==> config.mk <==
export PLATFORM = sky130hd
export DESIGN_NAME = eight_bit_wallace_tree_accumulator_flat
export DESIGN_NICKNAME = d
export VERILOG_FILES = /design/src/rtl/eight_bit_wallace_tree_accumulator_pkg.sv /design/src/rtl/eight_bit_wallace_tree_accumulator_if.sv /design/src/rtl/eight_bit_wallace_tree_accumulator_cpa.sv /design/src/rtl/eight_bit_wallace_tree_accumulator.sv /design/src/flat_wrapper.sv
export SDC_FILE = /design/constraint.sdc
export NUM_CORES = 1
export LEC_CHECK = 0
export ABC_CLOCK_PERIOD_IN_PS = 2500
export BUFFER_PORTS_ARGS = -buffer_cell sky130_fd_sc_hd__buf_2
export CAP_MARGIN = 10
export CORE_ASPECT_RATIO = 1.5
export CORE_MARGIN = 2
export CORE_UTILIZATION = 51
export CTS_CLUSTER_SIZE = 10
export DETAILED_ROUTE_END_ITERATION = 7
export HOLD_SLACK_MARGIN = 0.15
export PLACE_DENSITY_LB_ADDON = 0.08
export SYNTH_ARGS = -nofsm -noshare
export SYNTH_HDL_FRONTEND = slang
export SYNTH_SLANG_ARGS = --single-unit
==> constraint.sdc <==
create_clock -name clk -period 2.5 [get_ports clk]
set_clock_uncertainty 0.05 [all_clocks]
set_input_delay 0.25 -clock clk [delete_from_list [all_inputs] [get_ports clk]]
set_output_delay 0.25 -clock clk [all_outputs]
set_load 0.005 [all_outputs]
==> src/rtl/eight_bit_wallace_tree_accumulator_pkg.sv <==
// Shared defaults and FSM encoding for the Wallace-tree product accumulator.
package eight_bit_wallace_pkg;

   localparam int ROW_W_DEF = 16;
   localparam int ACC_W_DEF = 24;

   typedef enum logic [1:0] {
      IDLE  = 2'd0,
      ACCUM = 2'd1,
      DONE  = 2'd2
   } state_t;

endpackage

==> src/rtl/eight_bit_wallace_tree_accumulator_if.sv <==
// Row-pair input and accumulated-total output handshakes of the Wallace accumulator.
interface eight_bit_wallace_tree_accumulator_if
   import eight_bit_wallace_pkg::*;
#(
   parameter int ROW_W = ROW_W_DEF,
   parameter int ACC_W = ACC_W_DEF
);
   logic             start;
   logic             in_valid;
   logic             in_ready;
   logic [ROW_W-1:0] row_s;
   logic [ROW_W-1:0] row_c;
   logic             out_valid;
   logic             out_ready;
   logic [ACC_W-1:0] acc_out;
   logic             overflow;

   modport master (
      output start, in_valid, row_s, row_c, out_ready,
      input  in_ready, out_valid, acc_out, overflow
   );

   modport slave (
      input  start, in_valid, row_s, row_c, out_ready,
      output in_ready, out_valid, acc_out, overflow
   );
endinterface

==> src/rtl/eight_bit_wallace_tree_accumulator_cpa.sv <==
// Combinational final carry-propagate adder for the two reduced Wallace rows.
// WALLACE_APPROX_CPA_EN: the low APPROX_BITS are OR-ed and pass no carry upward.
module wallace_final_cpa #(
   parameter int ROW_W       = 16,
   parameter int APPROX_BITS = 4
) (
   input  logic [ROW_W-1:0] row_s,
   input  logic [ROW_W-1:0] row_c,
   output logic [ROW_W-1:0] sum
);

   generate
      if (APPROX_BITS == 0) begin : g_full
         assign sum = row_s + row_c;
      end else begin : g_split
         localparam int LO = APPROX_BITS;
         localparam int HI = ROW_W - APPROX_BITS;

         logic [LO-1:0] lo;
         logic [HI-1:0] hi;
         logic          lo_co;

`ifdef WALLACE_APPROX_CPA_EN
         assign lo    = row_s[LO-1:0] | row_c[LO-1:0];
         assign lo_co = 1'b0;
`else
         assign {lo_co, lo} = {1'b0, row_s[LO-1:0]} + {1'b0, row_c[LO-1:0]};
`endif

         // Carry-out of the top slice is dropped: the result is a ROW_W-bit product.
         assign hi  = row_s[ROW_W-1:LO] + row_c[ROW_W-1:LO] + HI'(lo_co);
         assign sum = {hi, lo};
      end
   endgenerate

endmodule

==> src/rtl/eight_bit_wallace_tree_accumulator.sv <==
// Resolves Wallace row pairs through a registered CPA and accumulates NUM_TERMS products per run.
// Optional approximate CPA LSBs via WALLACE_APPROX_CPA_EN; one term per cycle, total held until taken.
module eight_bit_wallace_tree_accumulator
   import eight_bit_wallace_pkg::*;
#(
   parameter int ROW_W       = ROW_W_DEF,
   parameter int ACC_W       = ACC_W_DEF,
   parameter int NUM_TERMS   = 16,
   parameter int APPROX_BITS = 4
) (
   input logic                                clk,
   input logic                                rst,
   eight_bit_wallace_tree_accumulator_if.slave bus
);

   localparam int             CNT_W    = 8;
   localparam logic [CNT_W-1:0] LAST_CNT = CNT_W'(NUM_TERMS);

   state_t             state_q, state_d;
   logic [CNT_W-1:0]   accept_cnt_q, accept_cnt_d;
   logic [ROW_W-1:0]   cpa_q, cpa_d;
   logic               p1_valid_q, p1_valid_d;
   logic [ACC_W-1:0]   acc_q, acc_d;
   logic               overflow_q, overflow_d;

   logic [ROW_W-1:0]   cpa_sum;
   logic [ACC_W:0]     acc_sum;
   logic               in_ready;
   logic               out_valid;
   logic               fire;
   logic               last_retire;

   wallace_final_cpa #(
      .ROW_W       (ROW_W),
      .APPROX_BITS (APPROX_BITS)
   ) u_cpa (
      .row_s (bus.row_s),
      .row_c (bus.row_c),
      .sum   (cpa_sum)
   );

   assign acc_sum     = {1'b0, acc_q} + {{(ACC_W + 1 - ROW_W){1'b0}}, cpa_q};
   // Once the counter saturates, the only term still in stage 1 is the final one.
   assign last_retire = p1_valid_q && (accept_cnt_q == LAST_CNT);

   always_ff @(posedge clk or posedge rst) begin
      if (rst) begin
         state_q <= IDLE;
      end else begin
         state_q <= state_d;
      end
   end

   always_comb begin
      state_d = state_q;
      unique case (state_q)
         IDLE:    if (bus.start)     state_d = ACCUM;
         ACCUM:   if (last_retire)   state_d = DONE;
         DONE:    if (bus.out_ready) state_d = IDLE;
         default:                    state_d = IDLE;
      endcase
   end

   always_comb begin
      in_ready  = (state_q == ACCUM) && (accept_cnt_q != LAST_CNT);
      out_valid = (state_q == DONE);
      fire      = bus.in_valid && in_ready;
   end

   always_comb begin
      accept_cnt_d = accept_cnt_q;
      cpa_d        = cpa_q;
      p1_valid_d   = fire;
      acc_d        = acc_q;
      overflow_d   = overflow_q;
      if ((state_q == IDLE) && bus.start) begin
         accept_cnt_d = '0;
         acc_d        = '0;
         overflow_d   = 1'b0;
      end else begin
         if (fire) begin
            cpa_d        = cpa_sum;
            accept_cnt_d = accept_cnt_q + CNT_W'(1);
         end
         if (p1_valid_q) begin
            acc_d      = acc_sum[ACC_W-1:0];
            overflow_d = overflow_q | acc_sum[ACC_W];
         end
      end
   end

   always_ff @(posedge clk or posedge rst) begin
      if (rst) begin
         accept_cnt_q <= '0;
         cpa_q        <= '0;
         p1_valid_q   <= 1'b0;
         acc_q        <= '0;
         overflow_q   <= 1'b0;
      end else begin
         accept_cnt_q <= accept_cnt_d;
         cpa_q        <= cpa_d;
         p1_valid_q   <= p1_valid_d;
         acc_q        <= acc_d;
         overflow_q   <= overflow_d;
      end
   end

   assign bus.in_ready  = in_ready;
   assign bus.out_valid = out_valid;
   assign bus.acc_out   = acc_q;
   assign bus.overflow  = overflow_q;

endmodule

==> src/flat_wrapper.sv <==
// flat-port wrapper written by rule: the top's interface ports become plain ports
module eight_bit_wallace_tree_accumulator_flat import eight_bit_wallace_pkg::*;
#(
   parameter int ROW_W       = ROW_W_DEF,
   parameter int ACC_W       = ACC_W_DEF,
   parameter int NUM_TERMS   = 16,
   parameter int APPROX_BITS = 4
)
  (clk, rst, bus_start, bus_in_valid, bus_row_s, bus_row_c, bus_out_ready, bus_in_ready, bus_out_valid, bus_acc_out, bus_overflow);
  eight_bit_wallace_tree_accumulator_if #(.ROW_W(ROW_W), .ACC_W(ACC_W)) bus_i ();
  input logic clk;
  input logic rst;
  input wire logic [$bits(bus_i.start)-1:0] bus_start;
  input wire logic [$bits(bus_i.in_valid)-1:0] bus_in_valid;
  input wire logic [$bits(bus_i.row_s)-1:0] bus_row_s;
  input wire logic [$bits(bus_i.row_c)-1:0] bus_row_c;
  input wire logic [$bits(bus_i.out_ready)-1:0] bus_out_ready;
  output wire logic [$bits(bus_i.in_ready)-1:0] bus_in_ready;
  output wire logic [$bits(bus_i.out_valid)-1:0] bus_out_valid;
  output wire logic [$bits(bus_i.acc_out)-1:0] bus_acc_out;
  output wire logic [$bits(bus_i.overflow)-1:0] bus_overflow;
  assign bus_i.start = bus_start;
  assign bus_i.in_valid = bus_in_valid;
  assign bus_i.row_s = bus_row_s;
  assign bus_i.row_c = bus_row_c;
  assign bus_i.out_ready = bus_out_ready;
  assign bus_in_ready = bus_i.in_ready;
  assign bus_out_valid = bus_i.out_valid;
  assign bus_acc_out = bus_i.acc_out;
  assign bus_overflow = bus_i.overflow;
  eight_bit_wallace_tree_accumulator #(.ROW_W(ROW_W), .ACC_W(ACC_W), .NUM_TERMS(NUM_TERMS), .APPROX_BITS(APPROX_BITS)) u_core (.clk(clk), .rst(rst), .bus(bus_i));
endmodule
==> results.sh <==
export IMPL_outcome="finished, violations left"
export IMPL_violations="setup timing"
export IMPL_crit_type="primary input to flop"
export IMPL_crit_top_cell="a21o_1"
export IMPL_grt_use_met1_pct=27.9
export IMPL_synthXorXnorAreaFrac_pct=5.70
export IMPL_synth_warnings=0
export IMPL_slew_headroom_pct=56.5
export IMPL_dieHeight_um=108
export IMPL_synth_simple_area_share_pct=18.5
export IMPL_syn_avg_cell_area_um2=8.98
export IMPL_gr_total_overflow=0
export IMPL_grt_total_usage_pct=23.6
export IMPL_vias_per_cell=5.66
export IMPL_ant_nets=0
export IMPL_ir_drop_v=0.000471
export IMPL_syn_num_nets=484
export IMPL_ys_ff_latch=52
export IMPL_synth_compound_area_share_pct=22.0
export IMPL_place_congestion=0.873
export IMPL_synthAdderAreaFrac_pct=13.0
export IMPL_fill_cells=611
export IMPL_crit_arrival_ns=3.24
export IMPL_cp_start_kind="primary input"
export IMPL_fin_ws_ns=-0.590
export IMPL_switching_power_mw=2.12
export IMPL_yosysSeqAreaShare_pct=35.3
export IMPL_drive_gt1_share_pct=27.9
export IMPL_core_area_um2=7130
export IMPL_busiest_layer="met2"
export IMPL_cts_root_buf="clkbuf_8"
export IMPL_use_met3_pct=4.10
export IMPL_multiInputGateArea_um2=2420
export IMPL_leakagePower_nw=2.27
export IMPL_setup_viol_count_final=6
export IMPL_yosysUniqueCellTypes=54
export IMPL_grt_pass1_vias=3269
export IMPL_hp_class="primary input to flop"
export IMPL_dpl_worst_slack_ns=-0.974
export IMPL_cts_sinks=52
export IMPL_hold_viol=0
export IMPL_tns_ns=-1.91
export IMPL_cts_clk_slew_worst_paths_ns=0.08
export IMPL_critPathSlowestCell="a2111o_1"
export IMPL_r2r_start="u_core.bus.acc_out[1]"
export IMPL_min_period_ns=3.09
export IMPL_vias=3319
export IMPL_p_comb_share_pct=61.3
export IMPL_power_frac_clock_pct=9.7
export IMPL_path_max_fanout=2
export IMPL_antenna_found_initial=0
export IMPL_post_dp_hpwl_um=6640
export IMPL_min_from="bus_row_s[0]"
export IMPL_portBuffers=63
export IMPL_rsz0062_at_grt="yes"
export IMPL_power_frac_seq_pct=29.0
export IMPL_mostFrequentLayoutCell="buf_2"
export IMPL_die_x_um=73.5
export IMPL_clk_path_buf_depth=2
export IMPL_num_rows=38
export IMPL_netlist_area_um2=3690
export IMPL_synth_cells=411
export IMPL_cap_violations=0
export IMPL_gr_usage_met2_pct=42.9
export IMPL_p_int_mw=2.62
export IMPL_diodes=0
export IMPL_insertion_delay_ns=0.32
export IMPL_wl_um=8880
export IMPL_seq_area_um2=1300
export IMPL_fin_util_pct=64.3
export IMPL_wl_per_cell_um=15.1
export IMPL_cts_made_buffers=5
export IMPL_critPathBufInv=1
export IMPL_dr_pass1_iters=4
export IMPL_synth_top_family_by_area="compound AO/OA/AOI/OAI gates"
export IMPL_die_area_um2=7950
export IMPL_fmax_mhz=324
export IMPL_holdWs_ns=0.188
export IMPL_io_pins=64
export IMPL_synth_edf_count=0
export IMPL_tritoncts="built"
export IMPL_p_sw_share_pct=44.8
export IMPL_drc_errors=0
export IMPL_final_cell_mix="buf_2, dfrtp_1, nand2_1, buf_4, nor2_1"
export IMPL_first_iter_violations=189
export IMPL_power_density_nw_per_um2=1030
export IMPL_htree_levels=2
export IMPL_finalPower_mw=4.74
export IMPL_area_growth_pct=24.2
export IMPL_nets=579
export IMPL_finalCritPeriodShare_pct=124
export IMPL_critical_path_top_delay_family="compound AO/OA/AOI/OAI gates"
export IMPL_slowest_delay_ns=0.42
export IMPL_cp_startpoint="bus_row_c[0]"
export IMPL_ys_flop_type="dfrtp_1"
export IMPL_grt_max_degree=53
export IMPL_slew_violations=0
export IMPL_cp_required_ns=2.65
export IMPL_start_util_pct=51.7
export IMPL_synthMuxAreaShare_pct=2.75
export IMPL_tightest_slew_ns=0.652
export IMPL_worst_setup_path_end_kind="flop"
export IMPL_grt_pass1_wl_um=14900
export IMPL_synthArstFlopShare_pct=100
export IMPL_cp_cell_sequence="buf_6 -> ha_4 -> fa_2 -> a21o_1 -> a21o_1 -> fa_2 -> fa_2 -> a21o_1 -> a21o_1 -> a2111o_1 -> a311oi_2 -> xnor2_1 -> mux2_4"
==> path summary, 6_finish.rpt <==
check	cells after the start	end	slack (ns)
setup / recovery	13	u_core.cpa_q[14]	-0.59
hold / removal	4	u_core.cpa_q[0]	0.19
setup reg to reg	8	u_core.bus.acc_out[23]	0.10
hold reg to reg	2	u_core.cpa_q[2]	0.45
max in group asynchronous	4	u_core.bus.acc_out[6]	1.36
min in group asynchronous	4	u_core.bus.acc_out[14]	0.57
==> synthesized netlist by cell type (3+ instances only) <==
library cell  count  share of area, %
nor3_1            7              0.95
o21a_1            6               1.2
clkbuf_1         11               1.1
nor3b_1           3              0.61
nor2_1           34               3.5
a31oi_1           8               1.4
nand2b_1          7               1.2
dfrtp_1          52                35
xor2_1           12               2.8
a211oi_1          7               1.4
buf_2             4              0.54
o21ai_0          28               3.8
nand3_1          14               1.9
fa_1              4               2.2
a211o_1           4              0.95
xnor2_1          12               2.8
ha_1             32                11
o31ai_1           4              0.81
a21o_1           11               2.2
mux2i_1           9               2.4
o21ai_1           3              0.41
and3_1            9               1.5
nand4_1           7               1.2
inv_1            10               1.0
o211ai_1          5               1.0
or3_1             3              0.51
nand2_1          48               4.9
a21oi_1          24               3.3
==> layout make-up <==
cell class | count | share of cell area [%]
timing repair buffer | 103 | 14.1
tap | 80 | 2.18
clock inverter | 1 | 0.109
multi-input combinational | 334 | 52.8
sequential | 52 | 28.4
inverter | 10 | 0.819
clock buffer | 6 | 1.58
==> kinds of logic after synthesis <==
group | count (synthesis)
mux | 10
buf+inv | 25
compound gates | 120
xor+xnor | 24
fa+ha+maj | 36
simple gates | 144
flops | 52
==> sequential cells by signal, summed over array words and instances, names as in the netlist <==
signal	cells
u_core.cpa_q	16
u_core.state_q	2
u_core.p1_valid_q	1
u_core.bus.overflow	1
u_core.accept_cnt_q	8
u_core.bus.acc_out	24
==> worst register-to-register path, stage by stage, from the launching register on <==
cell,delay [ns]
dfrtp_1,0.44
ha_1,0.33
a211oi_1,0.26
o21ai_1,0.16
buf_4,0.17
o211a_1,0.23
o21a_1,0.21
a211o_1,0.29
and3_1,0.15
==> power by group through the flow <==
| stage | Combinational [mW] | Clock, mW | Sequential (mW) |
|---|---|---|---|
| 3_3_place_gp | 2.68 | 0 | 1.37 |
| 5_1_grt | 3.25 | 0.507 | 1.41 |
| 3_5_place_dp | 2.73 | 0 | 1.39 |
| 6_report | 2.91 | 0.461 | 1.37 |
| 2_1_floorplan | 1.89 | 0 | 1.33 |
| 4_1_cts | 2.82 | 0.471 | 1.37 |
==> through the flow <==
stage	area, µm²	cells
after global routing	4580	586
after global placement	4310	571
after detailed placement	4310	571
final	4580	586
after floorplan	3710	411
after CTS	4510	584
==> metal layers <==
layer  wire [µm]  vias to the layer above
met5           0                        -
met4         136                        0
met3         269                       10
met2        4710                       62
met1        3760                     1551
li1            -                     1696
==> repair_timing <==
item / CTS / global route
gates resized for setup: 15 / 19
endpoints found under the setup margin: 6 / 15
buffers inserted: 4 / 2
hold endpoints to repair: 53 / 0
hold buffers: 2 / 0
pin swaps: 8 / 13
No activity file was read; power rests on OpenSTA's default activity.
